==> src/rtl/bus_pkg.sv <==
// Shared definitions for the bus grant scheduler: FSM states, the idle
// MASTER code and the default sizing parameters.
package bus_pkg;

    typedef enum logic [1:0] {
        IDLE    = 2'd0,
        GRANT   = 2'd1,
        HOLD    = 2'd2,
        RELEASE = 2'd3
    } bus_state_e;

    localparam logic [2:0] NO_MASTER       = 3'b111;
    localparam int         N_REQ_DEF       = 6;
    localparam int         TIMEOUT_CYC_DEF = 64;

endpackage

==> src/rtl/rr_pick.sv <==
// Combinational round-robin picker: first set bit of req at or after ptr,
// wrapping from N-1 back to 0.
module rr_pick #(
    parameter int N = 6
) (
    input  logic [N-1:0] req,
    input  logic [2:0]   ptr,
    output logic         valid,
    output logic [2:0]   idx
);

    logic [3:0] pos;

    always_comb begin
        valid = 1'b0;
        idx   = 3'd0;
        pos   = 4'd0;
        for (int k = 0; k < N; k++) begin
            pos = {1'b0, ptr} + 4'(k);
            if (pos >= 4'(N)) begin
                pos = pos - 4'(N);
            end
            if (!valid && req[pos[2:0]]) begin
                valid = 1'b1;
                idx   = pos[2:0];
            end
        end
    end

endmodule

==> src/rtl/bus_grant_scheduler.sv <==
// Round-robin bus arbiter with one-cycle grant latency, a turnaround cycle
// between tenures and an ACK watchdog that revokes and blocks a stuck master.
module bus_grant_scheduler
    import bus_pkg::*;
#(
    parameter int N_REQ       = N_REQ_DEF,
    parameter int TIMEOUT_CYC = TIMEOUT_CYC_DEF
) (
    input  logic             BUS_CLK,
    input  logic             RST,
    input  logic [N_REQ-1:0] BR,
    input  logic             ACK,
    output logic [N_REQ-1:0] BG,
    output logic [2:0]       MASTER,
    output logic             BUSY,
    output logic             TIMEOUT,
    output logic [1:0]       dbg_state_o
);

    logic [1:0]       rst_sync_q;
    logic             rst_int_n;

    bus_state_e       state_q;
    logic [2:0]       win_q;
    logic [2:0]       ptr_q;
    logic [7:0]       wd_q;
    logic [N_REQ-1:0] blocked_q;
    logic [N_REQ-1:0] blocked_d;
    logic [N_REQ-1:0] bg_q;
    logic [2:0]       master_q;
    logic             busy_q;
    logic             timeout_q;

    logic [N_REQ-1:0] eligible;
    logic             pick_valid;
    logic [2:0]       pick_idx;
    logic [2:0]       ptr_next;
    logic [N_REQ-1:0] grant_vec;
    logic             win_req;
    logic             revoke;

    // Assertion is immediate through the cleared flops; release takes two edges.
    always_ff @(posedge BUS_CLK or negedge RST) begin
        if (!RST) begin
            rst_sync_q <= 2'b00;
        end else begin
            rst_sync_q <= {rst_sync_q[0], 1'b1};
        end
    end
    assign rst_int_n = rst_sync_q[1];

    assign eligible = BR & ~blocked_q;

    rr_pick #(.N(N_REQ)) u_pick (
        .req   (eligible),
        .ptr   (ptr_q),
        .valid (pick_valid),
        .idx   (pick_idx)
    );

    assign ptr_next  = (pick_idx == 3'(N_REQ - 1)) ? 3'd0 : pick_idx + 3'd1;
    assign grant_vec = {{(N_REQ-1){1'b0}}, 1'b1} << pick_idx;
    assign win_req   = BR[win_q];
    // A dropped request on the expiry cycle makes win_req low, so the drop wins.
    assign revoke    = (state_q == HOLD) && win_req && !ACK &&
                       (wd_q == 8'(TIMEOUT_CYC - 1));

    always_comb begin
        blocked_d = blocked_q & BR;
        if (revoke) begin
            blocked_d[win_q] = 1'b1;
        end
    end

    always_ff @(posedge BUS_CLK or negedge rst_int_n) begin
        if (!rst_int_n) begin
            state_q   <= IDLE;
            win_q     <= 3'd0;
            ptr_q     <= 3'd0;
            wd_q      <= 8'd0;
            blocked_q <= '0;
            bg_q      <= '0;
            master_q  <= NO_MASTER;
            busy_q    <= 1'b0;
            timeout_q <= 1'b0;
        end else begin
            timeout_q <= 1'b0;
            blocked_q <= blocked_d;
            case (state_q)
                IDLE: begin
                    if (pick_valid) begin
                        state_q  <= GRANT;
                        win_q    <= pick_idx;
                        ptr_q    <= ptr_next;
                        bg_q     <= grant_vec;
                        master_q <= pick_idx;
                        busy_q   <= 1'b1;
                    end
                end
                GRANT: begin
                    if (win_req) begin
                        state_q <= HOLD;
                        wd_q    <= 8'd0;
                    end else begin
                        state_q  <= RELEASE;
                        bg_q     <= '0;
                        master_q <= NO_MASTER;
                        busy_q   <= 1'b0;
                    end
                end
                HOLD: begin
                    if (!win_req || revoke) begin
                        state_q   <= RELEASE;
                        bg_q      <= '0;
                        master_q  <= NO_MASTER;
                        busy_q    <= 1'b0;
                        timeout_q <= revoke;
                    end else if (ACK) begin
                        wd_q <= 8'd0;
                    end else begin
                        wd_q <= wd_q + 8'd1;
                    end
                end
                RELEASE: begin
                    state_q <= IDLE;
                end
                default: begin
                    state_q <= IDLE;
                end
            endcase
        end
    end

    assign BG          = bg_q;
    assign MASTER      = master_q;
    assign BUSY        = busy_q;
    assign TIMEOUT     = timeout_q;
    assign dbg_state_o = state_q;

endmodule
==> config.mk <==
export PLATFORM = sky130hd
export DESIGN_NAME = bus_grant_scheduler
export DESIGN_NICKNAME = d
export VERILOG_FILES = /design/src/rtl/bus_pkg.sv /design/src/rtl/rr_pick.sv /design/src/rtl/bus_grant_scheduler.sv
export SDC_FILE = /design/constraint.sdc
export NUM_CORES = 1
export LEC_CHECK = 0
export CORE_UTILIZATION = 52
export CTS_BUF_LIST = sky130_fd_sc_hd__clkbuf_4
export CTS_CLUSTER_SIZE = 12
export DETAILED_ROUTE_END_ITERATION = 6
export PLACE_DENSITY = 0.75
export SKIP_CTS_REPAIR_TIMING = 1
export SLEW_MARGIN = 20
export SYNTH_ARGS = -nofsm -noshare
export SYNTH_HDL_FRONTEND = slang
export SYNTH_SLANG_ARGS = --single-unit
==> constraint.sdc <==
create_clock -name BUS_CLK -period 1.14 [get_ports BUS_CLK]
set_input_delay 0.228 -clock BUS_CLK [delete_from_list [all_inputs] [get_ports BUS_CLK]]
set_output_delay 0.228 -clock BUS_CLK [all_outputs]
set_load 0.01 [all_outputs]
; After elaboration in Yosys (flattened, before gate mapping)
; Cells that the tools add are included.
[word_totals]
in_bits = 9
elab_cells = 134
register_bits = 35
out_inout_bits = 13
[op_classes]
n_reduce_logical = 24
shifts = 1
muxes = 58
bitwise_logic = 4
addsub = 13
order_cmp = 14
eq_ne = 10
[op_table]
columns = operator, n
row1 = 2-to-1 mux 3 bit, 16
row2 = "< comparator 3 x 4 -> 1 bit, second input constant", 7
row3 = 2-to-1 mux 6 bit, 4
row4 = 2-to-1 mux 8 bit, 3
row5 = binary-select mux 1 bit (select 3 bit), 7
row6 = "greater-or-equal comparator 4 x 3 -> 1 bit, second input constant", 5
row7 = 2-to-1 mux 1 bit, 20
row8 = case mux 6 bit (3 select lines), 1
row9 = "subtractor 3 bit, second input constant", 6
row10 = case mux 8 bit (2 select lines), 1
row11 = AND 6 bit, 2
row12 = logical AND 1 bit, 9
row13 = case mux 3 bit (3 select lines), 1
row14 = "adder 3 x 2 -> 4 bit, second input constant", 2
row15 = "adder 3 x 3 -> 4 bit, second input constant", 2
row16 = "adder 8 x 1 -> 8 bit, second input constant", 1
row17 = "== test 8 x 6 -> 1 bit, second input constant", 1
row18 = "!= test 2 bit, second input constant", 4
row19 = case mux 2 bit (4 select lines), 1
row20 = logical NOT 1 bit, 7
row21 = NOT 6 bit, 1
row22 = OR 6 bit, 1
row23 = "<< shifter 1 x 3 -> 6 bit, first input constant", 1
row24 = "adder 3 x 1 -> 4 bit, second input constant", 1
row25 = other kinds (17), 20

; Logic depth before layout (Yosys ltp)
; Gate-level depths: netlist of run 1.
[logic_depth]
depth_word = 23
mapped_depth = 15

; Cells and area by module
; From an unflattened synthesis of run 1, not the netlist that was laid out.
[hier_totals]
hier_cells = 283
area_unflattened_um2 = 2712.6
[modules_own_cells]
columns = module, area_each_um2, cells_each, seq_area_each_um2, n_inst
row1 = bus_grant_scheduler, 1864.3, 174, 879.6, 1
row2 = rr_pick, 848.3, 109, 0.0, 1

; Worst setup path after synthesis of run 1
; OpenSTA, ideal clock, no wires.
[synth_timing]
kind = reg-to-reg
from = reg ptr_q[0]
to = reg ptr_q[2]
arrival_ns = 3.308
setup_slack_ns = -2.243
stages_incl_launch_ff = 15
required_ns = 1.066
cell_sequence = dfrtp_1 buf_6 buf_6 inv_1 ha_1 clkbuf_1 inv_1 o211ai_1 a31oi_1 or4_4 or4b_4 o2111a_1 a31o_4 mux2_4 o21ai_2
[synth_between]
elab_chain_len = 22
[synth_rtl]
columns = item, line_no
row1 = "start, declared", bus_grant_scheduler.sv:25  ; logic [2:0] ptr_q;
row2 = "start signal, assigned", bus_grant_scheduler.sv:94  ; ptr_q <= ptr_next;
row3 = branches (longest 22 deep; another with adder 3 x 1 -> 4 bit), -
; Several ways; the timed one is not identified. The select of a mux whose other input is x is not followed.
; A chain may end at the register's enable or synchronous reset.

; Worst setup path in the final report of run 1
[layout_timing]
from = reg ptr_q[0]
to = reg ptr_q[1]
; Same word-level chain as after synthesis.

==> impl_metrics.prom, run 1 <==
# TYPE chip_impl_metric gauge
chip_impl_info{name="run_status",value="finished with violations"} 1
chip_impl_info{name="violations_in_the_final_reports",value="DRC, setup timing"} 1
chip_impl_metric{name="synth-xor-area-share",unit=""} 0.0240
chip_impl_metric{name="worst_ep_arrival_time",unit="ns"} 3.59
chip_impl_metric{name="row_count",unit=""} 24
chip_impl_metric{name="wirelength",unit="um"} 10900
chip_impl_info{name="ys_dominant_reg_cell",value="dfrtp_1"} 1
chip_impl_info{name="criticalPathCategory",value="reg2reg"} 1
chip_impl_metric{name="simple_gate_fraction_of_synth_area",unit=""} 0.216
chip_impl_metric{name="max-slew-margin-rel",unit=""} 0.638
chip_impl_metric{name="netlist_area",unit="mm^2"} 0.00250
chip_impl_metric{name="wl_met2",unit="um"} 5370
chip_impl_metric{name="syn_nets",unit=""} 297
chip_impl_metric{name="antenna_found_initial",unit=""} 0
chip_impl_metric{name="drt_first_iter_violations",unit=""} 284
chip_impl_metric{name="timing.setup.tns",unit="ns"} -49.35
chip_impl_metric{name="clk_pin_slew_worst_paths",unit="ns"} 0.13
chip_impl_metric{name="drc",unit=""} 1
chip_impl_metric{name="share_of_flip_flops_with_an_asynchronous_set_or_reset",unit=""} 1.00
chip_impl_metric{name="boundaryPins",unit=""} 22
chip_impl_metric{name="die_h",unit="um"} 71.4
chip_impl_metric{name="synth.area.mux_share",unit=""} 0.0535
chip_impl_metric{name="dieArea",unit="mm^2"} 0.00510
chip_impl_metric{name="grt_max_degree",unit=""} 34
chip_impl_metric{name="ys_seq_area_frac",unit=""} 0.351
chip_impl_metric{name="syn_avg_cell_area",unit="um^2"} 9.07
chip_impl_metric{name="groute.usage.overall",unit=""} 0.294
chip_impl_metric{name="synth_fa_ha_area_frac",unit=""} 0.0600
chip_impl_metric{name="overflow",unit=""} 0
chip_impl_metric{name="core-area",unit="mm^2"} 0.00450
chip_impl_metric{name="clk_path_buf_depth",unit=""} 2
chip_impl_info{name="worst_r2r_startpoint",value="ptr_q[0]"} 1
chip_impl_metric{name="cp.required",unit="ns"} 1.41
chip_impl_info{name="tritoncts_clock_tree",value="done"} 1
chip_impl_metric{name="synth-edff-count",unit=""} 0
chip_impl_info{name="worst_hold_path_type",value="reg2async"} 1
chip_impl_metric{name="r2r.worst_path.cells",unit=""} 14
chip_impl_metric{name="grt_first_pass_wirelength",unit="um"} 11600
chip_impl_info{name="worstSetupEndpointType",value="register"} 1
chip_impl_metric{name="initial_core_util",unit=""} 0.556
chip_impl_metric{name="yosysWarnings",unit=""} 0
chip_impl_metric{name="place.port_buffers",unit=""} 21
chip_impl_metric{name="finalSetupViolCount",unit=""} 40
chip_impl_info{name="worst_r2r_endpoint",value="ptr_q[1]"} 1
chip_impl_info{name="rsz0062_at_grt",value="true"} 1
chip_impl_info{name="buffer_cell_driving_the_clock_tree_root",value="clkbuf_4"} 1
chip_impl_metric{name="final-max-slew-violation-count",unit=""} 0
chip_impl_metric{name="met3WireLength",unit="um"} 809
chip_impl_metric{name="finalHoldViolations",unit=""} 0
chip_impl_metric{name="critical_path_peak_fanout",unit=""} 5
chip_impl_metric{name="yosysUniqueCellTypes",unit=""} 69
chip_impl_metric{name="finalHoldWorstSlack",unit="ns"} 0.241
chip_impl_metric{name="setup.reg_to_reg.worst_slack",unit="ns"} -2.19
chip_impl_metric{name="viasPerCell",unit=""} 6.69
chip_impl_metric{name="fmax",unit="GHz"} 0.300
chip_impl_metric{name="register_bit_count_reported_by_yosys",unit=""} 35
chip_impl_info{name="kind_of_launch_point_of_the_worst_setup_path",value="register"} 1
chip_impl_metric{name="source_to_sink_clock_delay_at_the_later_pin_of_the_worst_skew_pair",unit="ns"} 0.36
chip_impl_metric{name="die_w",unit="um"} 71.4
chip_impl_info{name="highest_layer",value="met4"} 1
chip_impl_metric{name="max_cap_viol_count",unit=""} 0
chip_impl_metric{name="h-tree-depth",unit=""} 2
chip_impl_metric{name="antennaDiodeCount",unit=""} 0
chip_impl_metric{name="routed-via-count",unit=""} 3123
chip_impl_metric{name="area_delta_synth_final",unit="%"} 65.4
chip_impl_metric{name="place_congestion",unit=""} 0.986
chip_impl_metric{name="first_global_vias",unit=""} 2553
chip_impl_metric{name="synthesis.instances",unit=""} 276
chip_impl_metric{name="final_worst_setup_slack",unit="ns"} -2.19
chip_impl_metric{name="routed_wire_length_per_instance",unit="um"} 23.3
chip_impl_metric{name="tcrit_tclk_final",unit=""} 2.92
chip_impl_metric{name="worst_clock_skew",unit="ns"} 0.0187
chip_impl_metric{name="dp_hpwl",unit="um"} 5420
chip_impl_metric{name="worst_slew_pin_slew",unit="ns"} 0.540
chip_impl_metric{name="route.antenna.remaining_nets",unit=""} 0
chip_impl_metric{name="drt_pre_antenna_iters",unit=""} 7
chip_impl_info{name="combinational_family_with_the_most_area_after_synthesis",value="compound AO/OA/AOI/OAI gates"} 1
chip_impl_metric{name="number_of_buffers_inserted_during_clock_tree_synthesis",unit=""} 5
chip_impl_metric{name="finalCriticalPeriod",unit="ns"} 3.33
chip_impl_metric{name="met1_length",unit="um"} 4120
chip_impl_metric{name="final_net_count",unit=""} 435
chip_impl_metric{name="complex_gate_fraction_of_the_synthesized_area",unit=""} 0.249
chip_impl_metric{name="layout-drive-gt1-share",unit=""} 0.559
chip_impl_metric{name="cts.sink_count",unit=""} 35
## kinds of logic (layout without fill, tap and decap cells)
| logic type | after synthesis | in the layout |
|---|---|---|
| xor+xnor | 6 | 6 |
| flops | 35 | 35 |
| buf+inv | 24 | 163 |
| simple gates | 98 | 98 |
| other cells | 1 | 1 |
| mux | 11 | 11 |
| fa+ha+maj | 12 | 12 |
| compound gates | 89 | 89 |
## area by class of cell
cell class,count,area [um^2]
Clock inverter,1,5.00
Tap cell,52,65.1
Inverter,12,50.0
Timing Repair Buffer,143,1170
Clock buffer,7,52.6
Multi-Input combinational cell,217,1910
Fill cell,153,363
Sequential cell,35,883
## critical path: stages, from the launching register on
cell      delay, ns
dfrtp_2        0.48
buf_4          0.18
or3b_2         0.48
buf_4          0.16
a211oi_2       0.28
a311oi_2       0.10
buf_4          0.17
buf_4          0.15
a21oi_1        0.28
o211a_1        0.25
o22a_2         0.19
buf_4          0.14
nand2_2        0.08
buf_4          0.14
o211ai_1       0.16
## layer usage
layer / vias up / track usage
met2: 254 / 0.501
li1: 1301 / -
met4: 0 / 0.133
met1: 1502 / 0.365
met3: 66 / 0.0534
met5: - / 0
## flip-flops by register name, indices dropped and copies added (netlist names)
| name | cells |
|---|---|
| blocked_q | 6 |
| wd_q | 8 |
| BG | 6 |
| BUSY | 1 |
| ptr_q | 3 |
| dbg_state_o | 2 |
| win_q | 3 |
| TIMEOUT | 1 |
| rst_sync_q | 2 |
| MASTER | 3 |
## cells in the mapped netlist (all sizes together), types with 2 or more instances
cell      n  share of area
or2       3         0.0075
mux2      6          0.028
or4       2         0.0075
nor2     13          0.019
xnor2     3          0.013
mux2i     4          0.016
nor3      4         0.0080
xor2      3          0.010
a32o      2         0.0080
a211oi    4          0.012
o211ai    4          0.012
a21oi    17          0.034
o21bai    2         0.0060
nand3     6          0.012
a31oi     7          0.020
nand2b   12          0.030
inv      12          0.018
o21ai    22          0.045
buf       6          0.017
dfrtp    32           0.32
a31o      3          0.014
o31ai     6          0.018
nor2b     3         0.0075
and3b     3          0.010
and3      4          0.010
ha       12          0.060
dfstp     3          0.031
nand2    30          0.045
o41ai     3          0.010
nand3b    3         0.0090
a311oi    2         0.0095
a21o      4          0.012
nor3b     4          0.012
or3b      4          0.014
a2bb2oi   2         0.0070
nor4      3          0.010
clkbuf    6         0.0090
## cells in the final DEF, fill, tap and decap left out, types with 5 or more instances in the layout
cell               n
a21oi_1           11
a21oi_2            5
a31oi_1            6
buf_4            102
buf_6             23
clkbuf_2           8
clkbuf_4           7
clkdlybuf4s50_1    8
dfrtp_1           29
ha_2               5
inv_1              8
nand2_1           25
nand2b_1          11
nor2_1            11
o21ai_0            5
o21ai_1            9
o21ai_2            8
## through the flow
stage	cell area (um^2)	cells	setup WS, ns	utilization
6_report	4140	467	-2.19	0.919
4_1_cts	3600	438	-2.11	0.800
2_1_floorplan	2670	276	-1.99	-
3_5_place_dp	3550	430	-2.10	0.787
5_1_grt	4140	467	-2.23	0.919
3_3_place_gp	3550	430	-2.04	0.787
## how the worst max path moves through the flow
stage               cells past startpoint  slack (ns)      from       end
detailed placement                     11       -2.10     BR[1]     BG[1]
finish                                 14       -2.19  ptr_q[0]  ptr_q[1]
global placement                       10       -2.04     BR[1]  ptr_q[1]
global route                           12       -2.23  ptr_q[1]     BG[1]
floorplan                              13       -1.99  ptr_q[0]  ptr_q[1]
CTS                                    10       -2.11  ptr_q[1]  ptr_q[1]
Power of run 1 is not shown: default switching activity piles up to over one toggle a cycle in this logic, so the estimate is an artifact.
==> inputs of run 2 (changes only) <==
--- a/config.mk
+++ b/config.mk
@@ -9,6 +9,7 @@
 export CTS_BUF_LIST = sky130_fd_sc_hd__clkbuf_4
 export CTS_CLUSTER_SIZE = 12
 export DETAILED_ROUTE_END_ITERATION = 6
+export GPL_TIMING_DRIVEN = 0
 export PLACE_DENSITY = 0.75
 export SKIP_CTS_REPAIR_TIMING = 1
 export SLEW_MARGIN = 20
==> run 2 against run 1 <==
Compared with the run above: the flow still finishes with violations (DRC, setup timing); hold slack lost 0.21 ns; first-iteration DRC count shrank 35%; global-route usage shrank 5.3 points; routed wire length shrank 35%; final cell count shrank 16%; highest routed layer unchanged.
==> impl_metrics.prom, run 2 (synthesis gave the netlist of run 1 again) <==
# TYPE chip_impl_metric gauge
chip_impl_metric{name="fmax",unit="GHz"} 0.289
chip_impl_metric{name="final_net_count",unit=""} 361
chip_impl_info{name="layout.cells.most_common",value="buf_4"} 1
chip_impl_info{name="most_used_cells_in_the_layout_excluding_fill_and_tap_cells",value="buf_4, dfrtp_1, nand2_1, a21oi_1"} 1
chip_impl_info{name="critPathTopFamily",value="simple AND/OR/NAND/NOR gates"} 1
chip_impl_info{name="violations_in_the_final_reports",value="DRC, setup timing"} 1
chip_impl_metric{name="clk_path_buf_depth",unit=""} 2
chip_impl_metric{name="h-tree-depth",unit=""} 2
chip_impl_metric{name="layout-drive-gt1-share",unit=""} 0.457
chip_impl_metric{name="fillCellCount",unit=""} 270
chip_impl_metric{name="place_congestion",unit=""} 0.900
chip_impl_metric{name="max-slew-margin-rel",unit=""} 0.518
chip_impl_metric{name="max_stage_delay",unit="ns"} 0.53
chip_impl_metric{name="worst_slew_pin_slew",unit="ns"} 0.722
chip_impl_metric{name="antennaDiodeCount",unit=""} 0
chip_impl_metric{name="route.antenna.remaining_nets",unit=""} 0
chip_impl_metric{name="worst_clock_skew",unit="ns"} 0.0165
chip_impl_metric{name="wirelength",unit="um"} 7070
chip_impl_metric{name="largest_reg_flops",unit=""} 8
chip_impl_info{name="buffer_cell_driving_the_clock_tree_root",value="clkbuf_4"} 1
chip_impl_metric{name="source_to_sink_clock_delay_at_the_later_pin_of_the_worst_skew_pair",unit="ns"} 0.34
chip_impl_metric{name="dp_hpwl",unit="um"} 4180
chip_impl_metric{name="multi_input_area",unit="mm^2"} 0.00195
chip_impl_metric{name="final-max-slew-violation-count",unit=""} 0
chip_impl_metric{name="core-area",unit="mm^2"} 0.00450
chip_impl_info{name="kind_of_launch_point_of_the_worst_setup_path",value="register"} 1
chip_impl_info{name="max_flop_register",value="wd_q"} 1
chip_impl_info{name="criticalPathCategory",value="reg2reg"} 1
chip_impl_metric{name="routed-via-count",unit=""} 2412
chip_impl_metric{name="tcrit_tclk_final",unit=""} 3.04
chip_impl_metric{name="number_of_buffers_inserted_during_clock_tree_synthesis",unit=""} 5
chip_impl_metric{name="final_worst_setup_slack",unit="ns"} -2.32
chip_impl_metric{name="place.port_buffers",unit=""} 21
chip_impl_metric{name="drc",unit=""} 1
chip_impl_metric{name="antenna_found_initial",unit=""} 0
chip_impl_info{name="worst_hold_path_type",value="in2async"} 1
chip_impl_info{name="crit_path_frequent_cell",value="o211ai_1"} 1
chip_impl_metric{name="die_w",unit="um"} 71.4
chip_impl_metric{name="groute.usage.overall",unit=""} 0.241
chip_impl_info{name="tritoncts_clock_tree",value="done"} 1
chip_impl_metric{name="boundaryPins",unit=""} 22
chip_impl_metric{name="area.sequential",unit="um^2"} 885
chip_impl_info{name="rsz0062_at_grt",value="true"} 1
chip_impl_info{name="crit_slowest_cell",value="or4_4"} 1
chip_impl_metric{name="grt_max_degree",unit=""} 34
chip_impl_metric{name="max_cap_viol_count",unit=""} 0
chip_impl_metric{name="area_delta_synth_final",unit="%"} 43.5
chip_impl_metric{name="first_global_vias",unit=""} 2068
chip_impl_metric{name="overflow",unit=""} 0
chip_impl_metric{name="critical_path_peak_fanout",unit=""} 8
chip_impl_info{name="run_status",value="finished with violations"} 1
chip_impl_metric{name="finalCriticalPeriod",unit="ns"} 3.46
chip_impl_metric{name="routed_wire_length_per_instance",unit="um"} 18.0
chip_impl_metric{name="cp.buffers_inverters",unit=""} 2
chip_impl_metric{name="viasPerCell",unit=""} 6.14
chip_impl_metric{name="finalHoldViolations",unit=""} 0
chip_impl_metric{name="cp.required",unit="ns"} 1.40
chip_impl_metric{name="dieArea",unit="mm^2"} 0.00510
chip_impl_metric{name="die_h",unit="um"} 71.4
chip_impl_metric{name="cts.sink_count",unit=""} 35
chip_impl_metric{name="drt_first_iter_violations",unit=""} 184
chip_impl_metric{name="final_cells",unit=""} 393
chip_impl_metric{name="grt_first_pass_wirelength",unit="um"} 9630
chip_impl_metric{name="drt_pre_antenna_iters",unit=""} 6
chip_impl_metric{name="worst_ep_arrival_time",unit="ns"} 3.72
chip_impl_metric{name="finalSetupViolCount",unit=""} 38
chip_impl_info{name="worstSetupEndpointType",value="register"} 1
chip_impl_metric{name="row_count",unit=""} 24
chip_impl_metric{name="clk_pin_slew_worst_paths",unit="ns"} 0.13
chip_impl_metric{name="placedCellCount",unit=""} 349
chip_impl_info{name="timing.critical_path.cells",value="clkinvlp_4, buf_6, ha_2, a21o_1, o211ai_1, a31oi_1, or4_4, or4b_4, o2111a_1, a31o_4, or2_1, o211ai_1"} 1
chip_impl_metric{name="initial_core_util",unit=""} 0.556
==> run 2: cell types whose count changed in the layout (fill, tap and decap cells not counted), sizes merged <==
| cell | before | now |
|---|---|---|
| buf | 126 | 50 |
| clkinvlp | 0 | 1 |
| inv | 12 | 11 |
| dlygate4sd3 | 1 | 0 |
| clkbuf | 15 | 16 |
| clkinv | 1 | 2 |
| bufinv | 0 | 1 |
==> run 2: cell type report <==
cell class	count	area share
Buffer	9	0.0233
Clock buffer	5	0.0104
Clock inverter	3	0.0122
Inverter	12	0.0150
Multi-Input combinational cell	217	0.542
Sequential cell	35	0.246
Tap cell	52	0.0181
Timing Repair Buffer	60	0.133
==> run 2: final timing paths <==
| kind | from | end | slack (ns) | cells past startpoint |
|---|---|---|---|---|
| setup / recovery | ptr_q[1] | ptr_q[1] | -2.32 | 12 |
| hold / removal | RST | rst_sync_q[1] | 0.03 | 1 |
| setup reg to reg | ptr_q[1] | ptr_q[1] | -2.32 | 12 |
| hold reg to reg | rst_sync_q[1] | blocked_q[3] | 0.34 | 0 |
| max in group asynchronous | rst_sync_q[1] | ptr_q[1] | 0.31 | 0 |
| min in group BUS_CLK | rst_sync_q[0] | rst_sync_q[1] | 0.37 | 0 |
==> run 2: per-stage QoR <==
stage,setup TNS [ns],worst slack [ns],util,cell area (um^2),hold slack [ns]
after floorplan,-40.40,-1.99,-,2670,-0.0676
after global placement,-60.90,-2.27,0.655,2950,0.338
after detailed placement,-53.30,-2.33,0.655,2950,0.336
after CTS,-55.74,-2.38,0.673,3030,0.0210
after global routing,-52.84,-2.42,0.798,3590,0.0349
final,-49.43,-2.32,0.798,3590,0.0339
==> run 2: worst register-to-register path: cells and delay by family, from the launching register on <==
kind,cells,cell delay [ns]
AO/OA/AOI/OAI,6,1.04
flip-flops,1,0.48
adder cells (fa/ha/maj),1,0.18
AND/OR/NAND/NOR,3,1.33
buffers and inverters,2,0.35
==> run 2: per-layer routing <==
metal  track usage  routed length (um)  vias up
li1              -                   -     1150
met1         0.336                3030     1168
met2         0.383                3590       75
met3        0.0506                 295       19
met4        0.0667                 154        0
met5             0                   0        -
Power of run 2 is left out for the same reason.
